File: src/rtl/spi_reg_pkg.sv
// Shared register map, bit positions and address decode for the SPI register file.
package spi_reg_pkg;

    localparam logic [11:0] REG_CTRL   = 12'h000;
    localparam logic [11:0] REG_STATUS = 12'h004;
    localparam logic [11:0] REG_CLKDIV = 12'h008;
    localparam logic [11:0] REG_TXDATA = 12'h00C;
    localparam logic [11:0] REG_RXDATA = 12'h010;
    localparam logic [11:0] REG_LEVEL  = 12'h014;
    localparam logic [11:0] ADDR_LIMIT = 12'h018;

    // CTRL bit positions
    localparam int CTRL_EN     = 0;
    localparam int CTRL_CPOL   = 1;
    localparam int CTRL_CPHA   = 2;
    localparam int CTRL_LSB    = 3;
    localparam int CTRL_FLUSH  = 4;
    localparam int CTRL_IE_RX  = 6;
    localparam int CTRL_IE_TX  = 7;
    localparam int CTRL_IE_OVF = 8;

    // FLUSH (bit 4) and bit 5 are never stored
    localparam logic [8:0] CTRL_WMASK = 9'h1CF;

    // STATUS bit positions
    localparam int STAT_TX_FULL  = 0;
    localparam int STAT_TX_EMPTY = 1;
    localparam int STAT_RX_FULL  = 2;
    localparam int STAT_RX_EMPTY = 3;
    localparam int STAT_BUSY     = 4;
    localparam int STAT_RX_OVF   = 5;

    localparam logic [7:0] CLKDIV_RST_DEF = 8'h04;

    typedef enum logic [2:0] {
        SEL_CTRL,
        SEL_STATUS,
        SEL_CLKDIV,
        SEL_TXDATA,
        SEL_RXDATA,
        SEL_LEVEL,
        SEL_NONE
    } reg_sel_e;

    // Map an offset to a register; misaligned or out-of-range offsets give SEL_NONE
    function automatic reg_sel_e decode_addr(input logic [11:0] addr);
        if (addr >= ADDR_LIMIT || addr[1:0] != 2'b00) begin
            return SEL_NONE;
        end
        case (addr[4:2])
            3'd0:    return SEL_CTRL;
            3'd1:    return SEL_STATUS;
            3'd2:    return SEL_CLKDIV;
            3'd3:    return SEL_TXDATA;
            3'd4:    return SEL_RXDATA;
            3'd5:    return SEL_LEVEL;
            default: return SEL_NONE;
        endcase
    endfunction

endpackage

File: src/rtl/sync_fifo.sv
// Single-clock FIFO. A push into a full FIFO is accepted when a pop happens in
// the same cycle; flush overrides both and leaves the FIFO empty.
module sync_fifo #(
    parameter int WIDTH = 8,
    parameter int DEPTH = 4
) (
    input  logic                       i_clk,
    input  logic                       i_rst,
    input  logic                       i_push,
    input  logic [WIDTH-1:0]           i_data,
    input  logic                       i_pop,
    input  logic                       i_flush,
    output logic [WIDTH-1:0]           o_data,
    output logic                       o_full,
    output logic                       o_empty,
    output logic [$clog2(DEPTH):0]     o_count
);
    localparam int AW = $clog2(DEPTH);
    localparam int CW = AW + 1;

    logic [WIDTH-1:0] mem_q [DEPTH];
    logic [AW-1:0]    wr_ptr_q, wr_ptr_d;
    logic [AW-1:0]    rd_ptr_q, rd_ptr_d;
    logic [CW-1:0]    count_q, count_d;
    logic             push_ok, pop_ok;

    assign o_full  = (count_q == CW'(DEPTH));
    assign o_empty = (count_q == '0);
    assign o_count = count_q;
    assign o_data  = mem_q[rd_ptr_q];

    // Next-state for pointers and occupancy; pointers wrap naturally (power-of-two depth)
    always_comb begin
        pop_ok   = i_pop & ~o_empty;
        push_ok  = i_push & (~o_full | pop_ok);
        wr_ptr_d = wr_ptr_q + AW'(push_ok);
        rd_ptr_d = rd_ptr_q + AW'(pop_ok);
        count_d  = count_q + CW'(push_ok) - CW'(pop_ok);
        if (i_flush) begin
            wr_ptr_d = '0;
            rd_ptr_d = '0;
            count_d  = '0;
        end
    end

    // Control state: pointers and count
    always_ff @(posedge i_clk) begin
        if (i_rst) begin
            wr_ptr_q <= '0;
            rd_ptr_q <= '0;
            count_q  <= '0;
        end else begin
            wr_ptr_q <= wr_ptr_d;
            rd_ptr_q <= rd_ptr_d;
            count_q  <= count_d;
        end
    end

    // Storage array, written only on an accepted push
    always_ff @(posedge i_clk) begin
        if (push_ok) begin
            mem_q[wr_ptr_q] <= i_data;
        end
    end

endmodule

File: src/rtl/spi_regfile.sv
// APB-facing register file for the SPI block: control/config registers,
// TX/RX byte FIFOs, zero-wait-state read mux, access error and interrupt.
module spi_regfile
    import spi_reg_pkg::*;
#(
    parameter int         FIFO_DEPTH = 4,
    parameter logic [7:0] CLKDIV_RST = CLKDIV_RST_DEF
) (
    input  logic        i_clk,
    input  logic        i_rst,
    input  logic [11:0] i_addr,
    input  logic        i_wr_en,
    input  logic        i_rd_en,
    input  logic [31:0] i_wdata,
    output logic [31:0] o_rdata,
    output logic        o_error,
    output logic        o_spi_en,
    output logic        o_cpol,
    output logic        o_cpha,
    output logic        o_lsb_first,
    output logic [7:0]  o_clk_div,
    output logic        o_tx_valid,
    output logic [7:0]  o_tx_data,
    input  logic        i_tx_ready,
    input  logic        i_rx_valid,
    input  logic [7:0]  i_rx_data,
    input  logic        i_busy,
    output logic        o_irq
);
    localparam int CW = $clog2(FIFO_DEPTH) + 1;

    logic [8:0]    ctrl_q, ctrl_d;
    logic [7:0]    clk_div_q, clk_div_d;
    logic          rx_ovf_q, rx_ovf_d;

    reg_sel_e      sel;
    logic          tx_push, tx_pop, rx_pop, flush;
    logic          tx_full, tx_empty, rx_full, rx_empty;
    logic [7:0]    tx_head, rx_head;
    logic [CW-1:0] tx_count, rx_count;
    logic [31:0]   status_w, level_w;
    logic          unused_wdata;

    assign unused_wdata = ^i_wdata[31:9];

    assign o_spi_en    = ctrl_q[CTRL_EN];
    assign o_cpol      = ctrl_q[CTRL_CPOL];
    assign o_cpha      = ctrl_q[CTRL_CPHA];
    assign o_lsb_first = ctrl_q[CTRL_LSB];
    assign o_clk_div   = clk_div_q;
    assign o_tx_valid  = ~tx_empty & ctrl_q[CTRL_EN];
    // Head byte is forced to 0 while empty so stale storage never leaks out
    assign o_tx_data   = tx_empty ? 8'h00 : tx_head;
    assign tx_pop      = o_tx_valid & i_tx_ready;

    assign o_irq = (ctrl_q[CTRL_IE_RX]  & ~rx_empty)
                 | (ctrl_q[CTRL_IE_TX]  &  tx_empty)
                 | (ctrl_q[CTRL_IE_OVF] &  rx_ovf_q);

    assign status_w = {26'b0, rx_ovf_q, i_busy, rx_empty, rx_full, tx_empty, tx_full};
    assign level_w  = (32'(rx_count) << 8) | 32'(tx_count);

    // Decode, read mux, FIFO strobes, error flag and register next-state
    always_comb begin
        sel       = decode_addr(i_addr);
        o_rdata   = 32'h0;
        tx_push   = i_wr_en & (sel == SEL_TXDATA);
        rx_pop    = i_rd_en & (sel == SEL_RXDATA) & ~rx_empty;
        flush     = i_wr_en & (sel == SEL_CTRL) & i_wdata[CTRL_FLUSH];
        ctrl_d    = ctrl_q;
        clk_div_d = clk_div_q;
        rx_ovf_d  = rx_ovf_q;

        if (i_rd_en) begin
            case (sel)
                SEL_CTRL:   o_rdata = {23'b0, ctrl_q};
                SEL_STATUS: o_rdata = status_w;
                SEL_CLKDIV: o_rdata = {24'b0, clk_div_q};
                SEL_RXDATA: o_rdata = rx_empty ? 32'h0 : {24'b0, rx_head};
                SEL_LEVEL:  o_rdata = level_w;
                default:    o_rdata = 32'h0;
            endcase
        end

        o_error = ((i_wr_en | i_rd_en) & (sel == SEL_NONE))
                | (i_wr_en & ((sel == SEL_RXDATA) | (sel == SEL_LEVEL)))
                | (tx_push & tx_full & ~tx_pop)
                | (i_rd_en & (sel == SEL_RXDATA) & rx_empty);

        if (i_wr_en && sel == SEL_CTRL) begin
            ctrl_d = i_wdata[8:0] & CTRL_WMASK;
        end
        if (i_wr_en && sel == SEL_CLKDIV) begin
            clk_div_d = i_wdata[7:0];
        end
        // W1C clear first so a same-cycle overflow set takes priority
        if (i_wr_en && sel == SEL_STATUS && i_wdata[STAT_RX_OVF]) begin
            rx_ovf_d = 1'b0;
        end
        if (i_rx_valid && rx_full && !rx_pop) begin
            rx_ovf_d = 1'b1;
        end
    end

    // Register state update
    always_ff @(posedge i_clk) begin
        if (i_rst) begin
            ctrl_q    <= '0;
            clk_div_q <= CLKDIV_RST;
            rx_ovf_q  <= 1'b0;
        end else begin
            ctrl_q    <= ctrl_d;
            clk_div_q <= clk_div_d;
            rx_ovf_q  <= rx_ovf_d;
        end
    end

    sync_fifo #(.WIDTH(8), .DEPTH(FIFO_DEPTH)) u_tx_fifo (
        .i_clk   (i_clk),
        .i_rst   (i_rst),
        .i_push  (tx_push),
        .i_data  (i_wdata[7:0]),
        .i_pop   (tx_pop),
        .i_flush (flush),
        .o_data  (tx_head),
        .o_full  (tx_full),
        .o_empty (tx_empty),
        .o_count (tx_count)
    );

    sync_fifo #(.WIDTH(8), .DEPTH(FIFO_DEPTH)) u_rx_fifo (
        .i_clk   (i_clk),
        .i_rst   (i_rst),
        .i_push  (i_rx_valid),
        .i_data  (i_rx_data),
        .i_pop   (rx_pop),
        .i_flush (flush),
        .o_data  (rx_head),
        .o_full  (rx_full),
        .o_empty (rx_empty),
        .o_count (rx_count)
    );

endmodule

File: config.mk
export PLATFORM = sky130hd
export DESIGN_NAME = spi_regfile
export DESIGN_NICKNAME = d
export VERILOG_FILES = /design/src/rtl/spi_reg_pkg.sv /design/src/rtl/sync_fifo.sv /design/src/rtl/spi_regfile.sv
export SDC_FILE = /design/constraint.sdc
export NUM_CORES = 1
export LEC_CHECK = 0
export CAP_MARGIN = 20
export CORE_ASPECT_RATIO = 0.75
export CORE_MARGIN = 2
export CORE_UTILIZATION = 38
export CTS_CLUSTER_DIAMETER = 80
export DETAILED_ROUTE_END_ITERATION = 12
export GPL_TIMING_DRIVEN = 0
export PLACE_DENSITY = 0.74
export SLEW_MARGIN = 20
export SYNTH_ARGS = -nofsm -noshare
export SYNTH_HDL_FRONTEND = slang
export SYNTH_HIERARCHICAL = 1
export SYNTH_SLANG_ARGS = --single-unit
File: constraint.sdc
create_clock -name i_clk -period 3.6 [get_ports i_clk]
set_input_delay 0.72 -clock i_clk [delete_from_list [all_inputs] [get_ports i_clk]]
set_output_delay 0.72 -clock i_clk [all_outputs]
set_load 0.03 [all_outputs]
==> metrics, run 1 <==
Ant. Diodes 0; CTS tree yes; RSZ-0062 raised after global routing false; vias slightly above 3000; post-DP HPWL ~7500 um; pwr dens approximately 420 nW/um^2; TNS Setup 0 ns; crit share post-route 0.986; core area approximately 12000 um^2; Mapped Cells between 300 and 400; antenna violations before repair 0; final core utilization 0.514; Clk Latency, worst-skew pair around 0.34 ns; DRC violations left 0; worst path required time between 2 and 3 ns; skew final about 0.0093 ns; Reg clk slew, reported paths 0.07 ns; most common cell in the synthesized netlist edfxtp_1; first-pass GRT wire length about 16000 um; Worst VDD drop roughly 300 uV; total track usage 0.170; die area 12700 um^2; async set or reset register ratio after synthesis 0; Synth area leaders edfxtp_1 (43%), dfxtp_1 (13%), mux4_2 (8.1%), buf_4 (3.9%), mux2i_1 (3.8%); post-synth top area share 0.430; arrival time worst endpoint about 2.8 ns; antenna viol nets, final 0; max_cap viols 0; non-filler cells, final 602; outcome completed; synthesized cell area roughly 4500 um^2; max_slew headroom 0.449; DR WL/cell between 15 and 20 um; number of enable flip-flop cells after synthesis 64; area leader, netlist edfxtp_1; Cell variety after synth 55; vias in the first global route just under 3000; proportion of layout cells with a drive suffix above 1 0.259; Hold Path Class reg -> reg; die height a little under 100 um; Setup Crit Path Kind in -> out; Post-Route WL approximately 10000 um; Seq. cell area approximately 2500 um^2; Starting Density 0.388; f_max roughly 280 MHz; DRT Pass-1 Iters 4; clk buf depth 2; Final Hold Viols 0; Num CTS Buffers 9; Port Buffers approximately 70; top cells by instance count after synthesis edfxtp_1 (64), dfxtp_1 (30), buf_4 (23), nor2_1 (23); post-DR vias/cell slightly above 5; routability cong. between 0.9 and 1; Rows 34; slowest CP cell or4_4; actual slew at the worst max-slew pin around 0.8 ns; Mean Syn Cell Area 13.7 um^2; total grt overflow 0; I/O pin total 114; fill count slightly below 1000; Area Growth Syn to Fin 32.5%; fin nets roughly 500; Final setup violation count 0; critical path cell sequence clkdlybuf4s50_1 > or4_4 > or3_1 > buf_6 > or4_4 > a21oi_2 > buf_6; worst-path fanout max 7; largest net degree at the start of global routing 19; Synth Register Bits between 90 and 100; placed cell count 579; clock tree sinks 94; synth warn 6; Critical Path Sink Type output port; First DRT Iteration DRCs between 300 and 400; CP Launch Type primary input; Slew Viols, Final 0; leak pwr ~2.1 nW; H-tree depth 3; CP peak stage delay approximately 0.50 ns; multi-input logic area 1920 um^2; CTS root buffer clkbuf_16; register area share after synthesis 0.565; Die Wd 129 um; Most used DFF post-synth edfxtp_1; minimum clock period approximately 3.6 ns
==> metal layers <==
| metal | global-route usage | share of wire |
|---|---|---|
| met4 | 0.0535 | 0.016 |
| met5 | 0 | 0 |
| met1 | 0.245 | 0.46 |
| met3 | 0.0405 | 0.072 |
| met2 | 0.255 | 0.45 |
==> through the flow <==
| stage | worst slack [ns] | cell area (um^2) | hold slack, ns | total power, mW |
|---|---|---|---|---|
| CTS | 0.0177 | 5910 | 0.538 | 2.48 |
| global route | 0.00513 | 5920 | 0.566 | 2.58 |
| global placement | -1.21 | 5450 | 0.517 | 1.55 |
| floorplan | 0.0275 | 4560 | 0.483 | 1.45 |
| finish | 0.0488 | 5920 | 0.531 | 2.48 |
| detailed placement | -0.883 | 5500 | 0.518 | 1.56 |
==> area by class of cell <==
class	count	share of cell area
buffer	34	0.0393
clock buffer	9	0.0380
clock inverter	7	0.0108
inverter	6	0.00380
multi-input combinational	211	0.325
sequential	94	0.426
tap	162	0.0342
timing repair buffer	79	0.123
==> sequential cells by signal, indices dropped and copies added (netlist names) <==
register	flops
rx_ovf_q	1
u_rx_fifo/wr_ptr_q	2
u_tx_fifo/mem_q	32
u_tx_fifo/o_count	3
o_clk_div	8
u_rx_fifo/mem_q	32
u_tx_fifo/rd_ptr_q	2
u_rx_fifo/o_count	3
ctrl_q	7
u_rx_fifo/rd_ptr_q	2
u_tx_fifo/wr_ptr_q	2
==> path summary, 6_finish.rpt <==
path / startpoint / endpoint / slack, ns / cells after the start
worst max-delay path: i_addr[0] / o_rdata[7] / 0.05 / 7
worst min-delay path: o_clk_div[7]$_SDFFE_PP0P_ / o_clk_div[7]$_SDFFE_PP0P_ / 0.53 / 2
worst max register to register: u_tx_fifo/o_count[1]$_SDFF_PP0_ / u_tx_fifo/o_count[2]$_SDFF_PP0_ / 0.95 / 9
worst min register to register: o_clk_div[7]$_SDFFE_PP0P_ / o_clk_div[7]$_SDFFE_PP0P_ / 0.53 / 2
==> critical path, delay by kind of cell <==
family / cells / cell delay, ns
AND/OR/NAND/NOR: 3 / 1.26
buffers and inverters: 3 / 0.70
AO/OA/AOI/OAI: 1 / 0.16
==> report_power, final <==
group | switching [mW] | internal [mW] | leakage [nW] | total (mW)
combinational | 0.182 | 0.141 | 1.12 | 0.323
sequential | 0.0394 | 1.21 | 0.823 | 1.25
clock | 0.429 | 0.484 | 0.136 | 0.912
==> placed cells by master (no fill, tap or decap), types with 12 or more instances in the layout <==
master / count
buf_4: 35
nor2_1: 22
conb_1: 21
mux4_2: 16
dfxtp_1: 30
clkdlybuf4s50_1: 50
nor2b_1: 16
edfxtp_1: 64
and2_1: 12
mux2i_1: 17
==> cells by family after synthesis <==
family / share of synthesized area
adder cells (fa/ha/maj): 0.0258
flip-flops: 0.565
multiplexers: 0.119
AO/OA/AOI/OAI: 0.0529
other: 0.000839
buffers and inverters: 0.0574
XOR/XNOR: 0.0224
AND/OR/NAND/NOR: 0.157
==> repair_timing <==
item,4_1_cts,5_1_grt
hold buffers,0,0
resized for setup,75,25
setup buffers,7,2
endpoints found under the setup margin,56,37
pin swaps,9,4
Power figures use the tool's default switching activity.
==> run 2: changes to the inputs <==
Settings changed: CORE_ASPECT_RATIO 0.75 to 2, PLACE_DENSITY 0.74 to unset, PLACE_DENSITY_LB_ADDON set to 0.15.
==> run 2 against run 1 <==
Effect of this change:
- register-to-register slack worse by 0.08 ns
- largest power group unchanged
- clock power about the same
- global-route usage increased by 0.56 points
- wire length up 1.3%
- highest routed layer unchanged
- sequential share of layout area shrank 0.48 points
- largest cell class unchanged
- worst setup slack got worse by 0.029 ns
- core utilization grew 0.13 points
- hold slack gained 0.0075 ns
- non-clock buffer count grew 4
==> metrics, run 2 (synthesis results as in run 1) <==
commonest non-fill, non-tap cell in the layout edfxtp_1; pwr dens around 410 nW/um^2; antenna viol nets, final 0; outcome completed; TNS Setup 0 ns; Starting Density 0.384; Final Hold Viols 0; worst path required time ~2.9 ns; DRT Pass-1 Iters 4; clock tree sinks 94; skew final around 0.0090 ns; Port Buffers 69; Area Growth Syn to Fin 34.1%; Final setup violation count 0; Post-Route WL between 10000 and 15000 um; fill count ~1100; Power Internal 1.84 mW; routability cong. 0.823; max_slew headroom 0.376; H-tree depth 3; total track usage 0.176; vias between 3000 and 4000; minimum clock period ~3.6 ns; die area approximately 13000 um^2; sw power between 0.6 and 0.7 mW; f_max between 200 and 300 MHz; first-pass GRT wire length ~16000 um; First DRT Iteration DRCs 149; max_cap viols 0; clk buf depth 2; Clk Latency, worst-skew pair around 0.35 ns; Ant. Diodes 0; Reg clk slew, reported paths 0.06 ns; DRC violations left 0; total grt overflow 0; register share of total power 0.501; CTS tree yes; CTS root buffer clkbuf_16; core area roughly 12000 um^2; crit share post-route 0.995; CP Launch Type primary input; leak pwr about 2.1 nW; Worst Hold Margin between 0.5 and 0.6 ns; actual slew at the worst max-slew pin ~0.93 ns; Setup Crit Path Kind in -> out; switching share of power 0.260; post-DP HPWL 7980 um; largest net degree at the start of global routing 19; DR WL/cell 18.0 um; antenna violations before repair 0; Critical Path Sink Type output port; Rows 56; post-DR vias/cell 5.13; Hold Path Class reg -> reg; die height 157 um; proportion of layout cells with a drive suffix above 1 0.273; Clock power frac 0.366; I/O pin total roughly 110; most frequent cells in the layout edfxtp_1 (64), clkdlybuf4s50_1 (50), buf_4 (33); Gate power share 0.132; fin nets between 500 and 600; hold buffers post-CTS 0; arrival time worst endpoint 2.86 ns; Slew Viols, Final 0; Num CTS Buffers 9; worst-path fanout max 7; Die Wd around 81 um; Worst VDD drop ~250 uV; vias in the first global route slightly above 3000
[run 2: area by class of cell]
cell class / instances / area (um^2) / area share
buffer: 35 / 240 / 0.0401
multi-input combinational: 211 / 1960 / 0.328
inverter: 6 / 22.5 / 0.00376
tap: 145 / 181 / 0.0303
clock inverter: 7 / 61.3 / 0.0102
clock buffer: 9 / 225 / 0.0376
timing repair buffer: 82 / 773 / 0.129
sequential: 94 / 2520 / 0.421
[run 2: critical path, stage by stage]
cell           delay, ns
dlygate4sd2_1       0.23
or4_4               0.51
buf_6               0.14
or3_4               0.36
buf_6               0.14
or4_4               0.45
a21oi_4             0.15
buf_6               0.14
[run 2: power by group through the flow]
stage	Clock [mW]	Combinational [mW]	Sequential, mW
after floorplan	0	0.195	1.26
after global placement	0	0.291	1.26
after detailed placement	0	0.301	1.27
after CTS	0.931	0.315	1.25
after global routing	0.981	0.356	1.25
final	0.910	0.329	1.25
[run 2: worst paths after layout]
path                                   startpoint                               end  slack (ns)  cells after the start
setup / recovery                        i_addr[9]                        o_rdata[6]        0.02                      8
hold reg to reg            ctrl_q[7]$_SDFFE_PP0N_            ctrl_q[7]$_SDFFE_PP0N_        0.54                      2
setup reg to reg  u_rx_fifo/o_count[1]$_SDFF_PP0_  u_rx_fifo/wr_ptr_q[1]$_SDFF_PP0_        0.87                      7
hold / removal             ctrl_q[7]$_SDFFE_PP0N_            ctrl_q[7]$_SDFFE_PP0N_        0.54                      2
[run 2: metal layers]
metal	wire length [um]	vias up	GRT usage
li1	-	1432	-
met1	3620	1484	0.174
met2	6210	83	0.335
met3	438	21	0.0367
met4	348	0	0.0856
met5	0	-	0
[run 2: stage by stage]
step / total power [mW] / worst slack (ns) / utilization / std cells / instance area [um^2]
floorplan: 1.45 / 0.0275 / - / 347 / 4560
global placement: 1.55 / -1.15 / 0.467 / 561 / 5430
detailed placement: 1.57 / -0.888 / 0.471 / 562 / 5480
CTS: 2.49 / 0.00271 / 0.511 / 585 / 5940
global route: 2.59 / -0.00549 / 0.515 / 589 / 5990
finish: 2.48 / 0.0196 / 0.515 / 589 / 5990
[run 2: what timing repair did]
item | in CTS | in global routing
endpoints found under the setup margin | 56 | 48
gates cloned | 0 | 0
setup buffers | 8 | 4
gates resized for setup | 80 | 26
hold endpoints to repair | 0 | 0
pin swaps | 9 | 4
==> run 3: changes to the inputs <==
Settings changed: PLACE_DENSITY set to 0.78, PLACE_DENSITY_LB_ADDON 0.15 to unset.
==> run 3 against run 2 <==
Effect of this change:
- non-clock buffer count is 3 lower
- sequential share of layout area is 0.49 points higher
- combinational power is 2% lower
- flip-flop and latch count stayed put
- wire length is 1.3% lower
- register-to-register slack better by 0.08 ns
- sequential power hardly changed
- final cell count is 0.51% lower
- core utilization is 0.59 points lower
- via count is 1.2% higher
- critical endpoint is now o_rdata[1]
==> metrics, run 3 (synthesis results as in run 1) <==
CP startpoint i_addr[2]; Num CTS Buffers 9; most frequent cells in the layout edfxtp_1 (64), clkdlybuf4s50_1 (49), buf_4 (31); I/O pin total about 110; commonest non-fill, non-tap cell in the layout edfxtp_1; vias just over 3000; f_max between 200 and 300 MHz; First DRT Iteration DRCs ~160; TNS Setup 0 ns; Seq. cell area ~2500 um^2; Clk Latency, worst-skew pair 0.35 ns; Setup Crit Path Kind in -> out; Rows 56; Hold Path Class reg -> reg; core area roughly 12000 um^2; worst-path fanout max 10; Final setup violation count 0; total grt overflow 0; actual slew at the worst max-slew pin around 0.83 ns; Worst VDD drop about 270 uV; fin nets between 500 and 600; worst path required time between 2 and 3 ns; minimum clock period ~3.6 ns; arrival time worst endpoint roughly 2.9 ns; hold buffers post-CTS 0; max_cap viols 0; leak pwr approximately 2.1 nW; Reg clk slew, reported paths ~0.070 ns; CTS tree yes; total track usage 0.175; Critical Path Sink Type output port; routability cong. slightly below 0.9; post-DP HPWL ~8000 um; R2R depth 7; die height roughly 160 um; DRT Pass-1 Iters 4; antenna viol nets, final 0; Slew Viols, Final 0; H-tree depth 3; CP Launch Type primary input; crit share post-route 0.995; DRC violations left 0; Post-Route WL approximately 10000 um; DR WL/cell 17.9 um; first-pass GRT wire length ~16000 um; post-DR vias/cell approximately 5.2; Power Total about 2.5 mW; fill count 1030; Starting Density 0.384; Final Hold Viols 0; pwr dens around 420 nW/um^2; Ant. Diodes 0; antenna violations before repair 0; vias in the first global route ~3200; Port Buffers 69; skew final about 0.0097 ns; max_slew headroom 0.448; crit path to o_rdata[1]; r2r setup slk 0.95 ns; R2R Path Start u_rx_fifo/o_count[1]$_SDFF_PP0_; die area 12700 um^2; Worst Hold Margin 0.548 ns; Die Wd 80.7 um; CTS root buffer clkbuf_16; proportion of layout cells with a drive suffix above 1 0.261; clock tree sinks 94; Area Growth Syn to Fin 32.5%; outcome completed; clk buf depth 2; largest net degree at the start of global routing 19; worst r2r dst u_rx_fifo/wr_ptr_q[1]$_SDFF_PP0_; multi-input logic area between 1500 and 2000 um^2
[run 3: cell count changes in the layout (fill, tap and decap cells not counted), sizes merged]
cell           delta
clkinv            +1
clkinvlp          -1
buf               -4
clkdlybuf4s50     -1
clkdlybuf4s18     -1
dlygate4sd2       +3
[run 3: cell type report]
| class | instances | share of cell area |
|---|---|---|
| plain buffers | 34 | 0.0393 |
| clock buffers | 9 | 0.0380 |
| clock inverters | 7 | 0.0106 |
| inverters | 6 | 0.00380 |
| multi-input cells | 211 | 0.326 |
| flip-flops and latches | 94 | 0.426 |
| well taps | 145 | 0.0306 |
| repair buffers | 80 | 0.126 |
[run 3: worst max-delay path: stages]
cell	delay, ns
clkdlybuf4s50_1	0.46
clkbuf_2	0.21
or3b_2	0.53
nor4_4	0.29
buf_4	0.19
a32oi_1	0.06
nor2_1	0.16
buf_2	0.23
[run 3: where the power goes]
| group | switching (mW) | total [mW] | internal [mW] |
|---|---|---|---|
| registers | 0.0376 | 1.25 | 1.21 |
| logic | 0.176 | 0.324 | 0.148 |
| clock network | 0.429 | 0.912 | 0.484 |
| total | 0.642 | 2.48 | 1.84 |
[run 3: repair_timing]
item / CTS / global route
buffers inserted: 8 / 1
endpoints found under the setup margin: 56 / 12
pin swaps: 10 / 2
gates resized for setup: 81 / 16
[run 3: how the worst min path moves through the flow]
stage	from	endpoint	slack, ns	depth (start not counted)
6_report	ctrl_q[6]$_SDFFE_PP0N_	ctrl_q[6]$_SDFFE_PP0N_	0.55	2
3_5_place_dp	ctrl_q[6]$_SDFFE_PP0N_	ctrl_q[6]$_SDFFE_PP0N_	0.53	2
5_1_grt	o_clk_div[0]$_SDFFE_PP0P_	o_clk_div[0]$_SDFFE_PP0P_	0.58	2
2_1_floorplan	ctrl_q[8]$_SDFFE_PP0N_	ctrl_q[8]$_SDFFE_PP0N_	0.48	2
3_3_place_gp	ctrl_q[7]$_SDFFE_PP0N_	ctrl_q[7]$_SDFFE_PP0N_	0.51	2
4_1_cts	ctrl_q[6]$_SDFFE_PP0N_	ctrl_q[6]$_SDFFE_PP0N_	0.55	2
[run 3: routing by layer]
layer / GRT usage / vias up / wire length [um] / part of all wire
met2: 0.328 / 117 / 5880 / 0.56
met1: 0.166 / 1487 / 3580 / 0.34
li1: - / 1423 / - / -
met4: 0.107 / 0 / 439 / 0.042
met3: 0.0384 / 29 / 579 / 0.055
met5: 0 / - / 0 / 0
[run 3: stage by stage]
step	setup WS, ns	util	instance area [um^2]	std cells
detailed placement	-0.917	0.470	5470	563
global placement	-1.03	0.467	5430	561
floorplan	0.0275	-	4560	347
global route	-0.0266	0.509	5920	586
finish	0.0179	0.509	5920	586
CTS	0.0142	0.511	5940	586
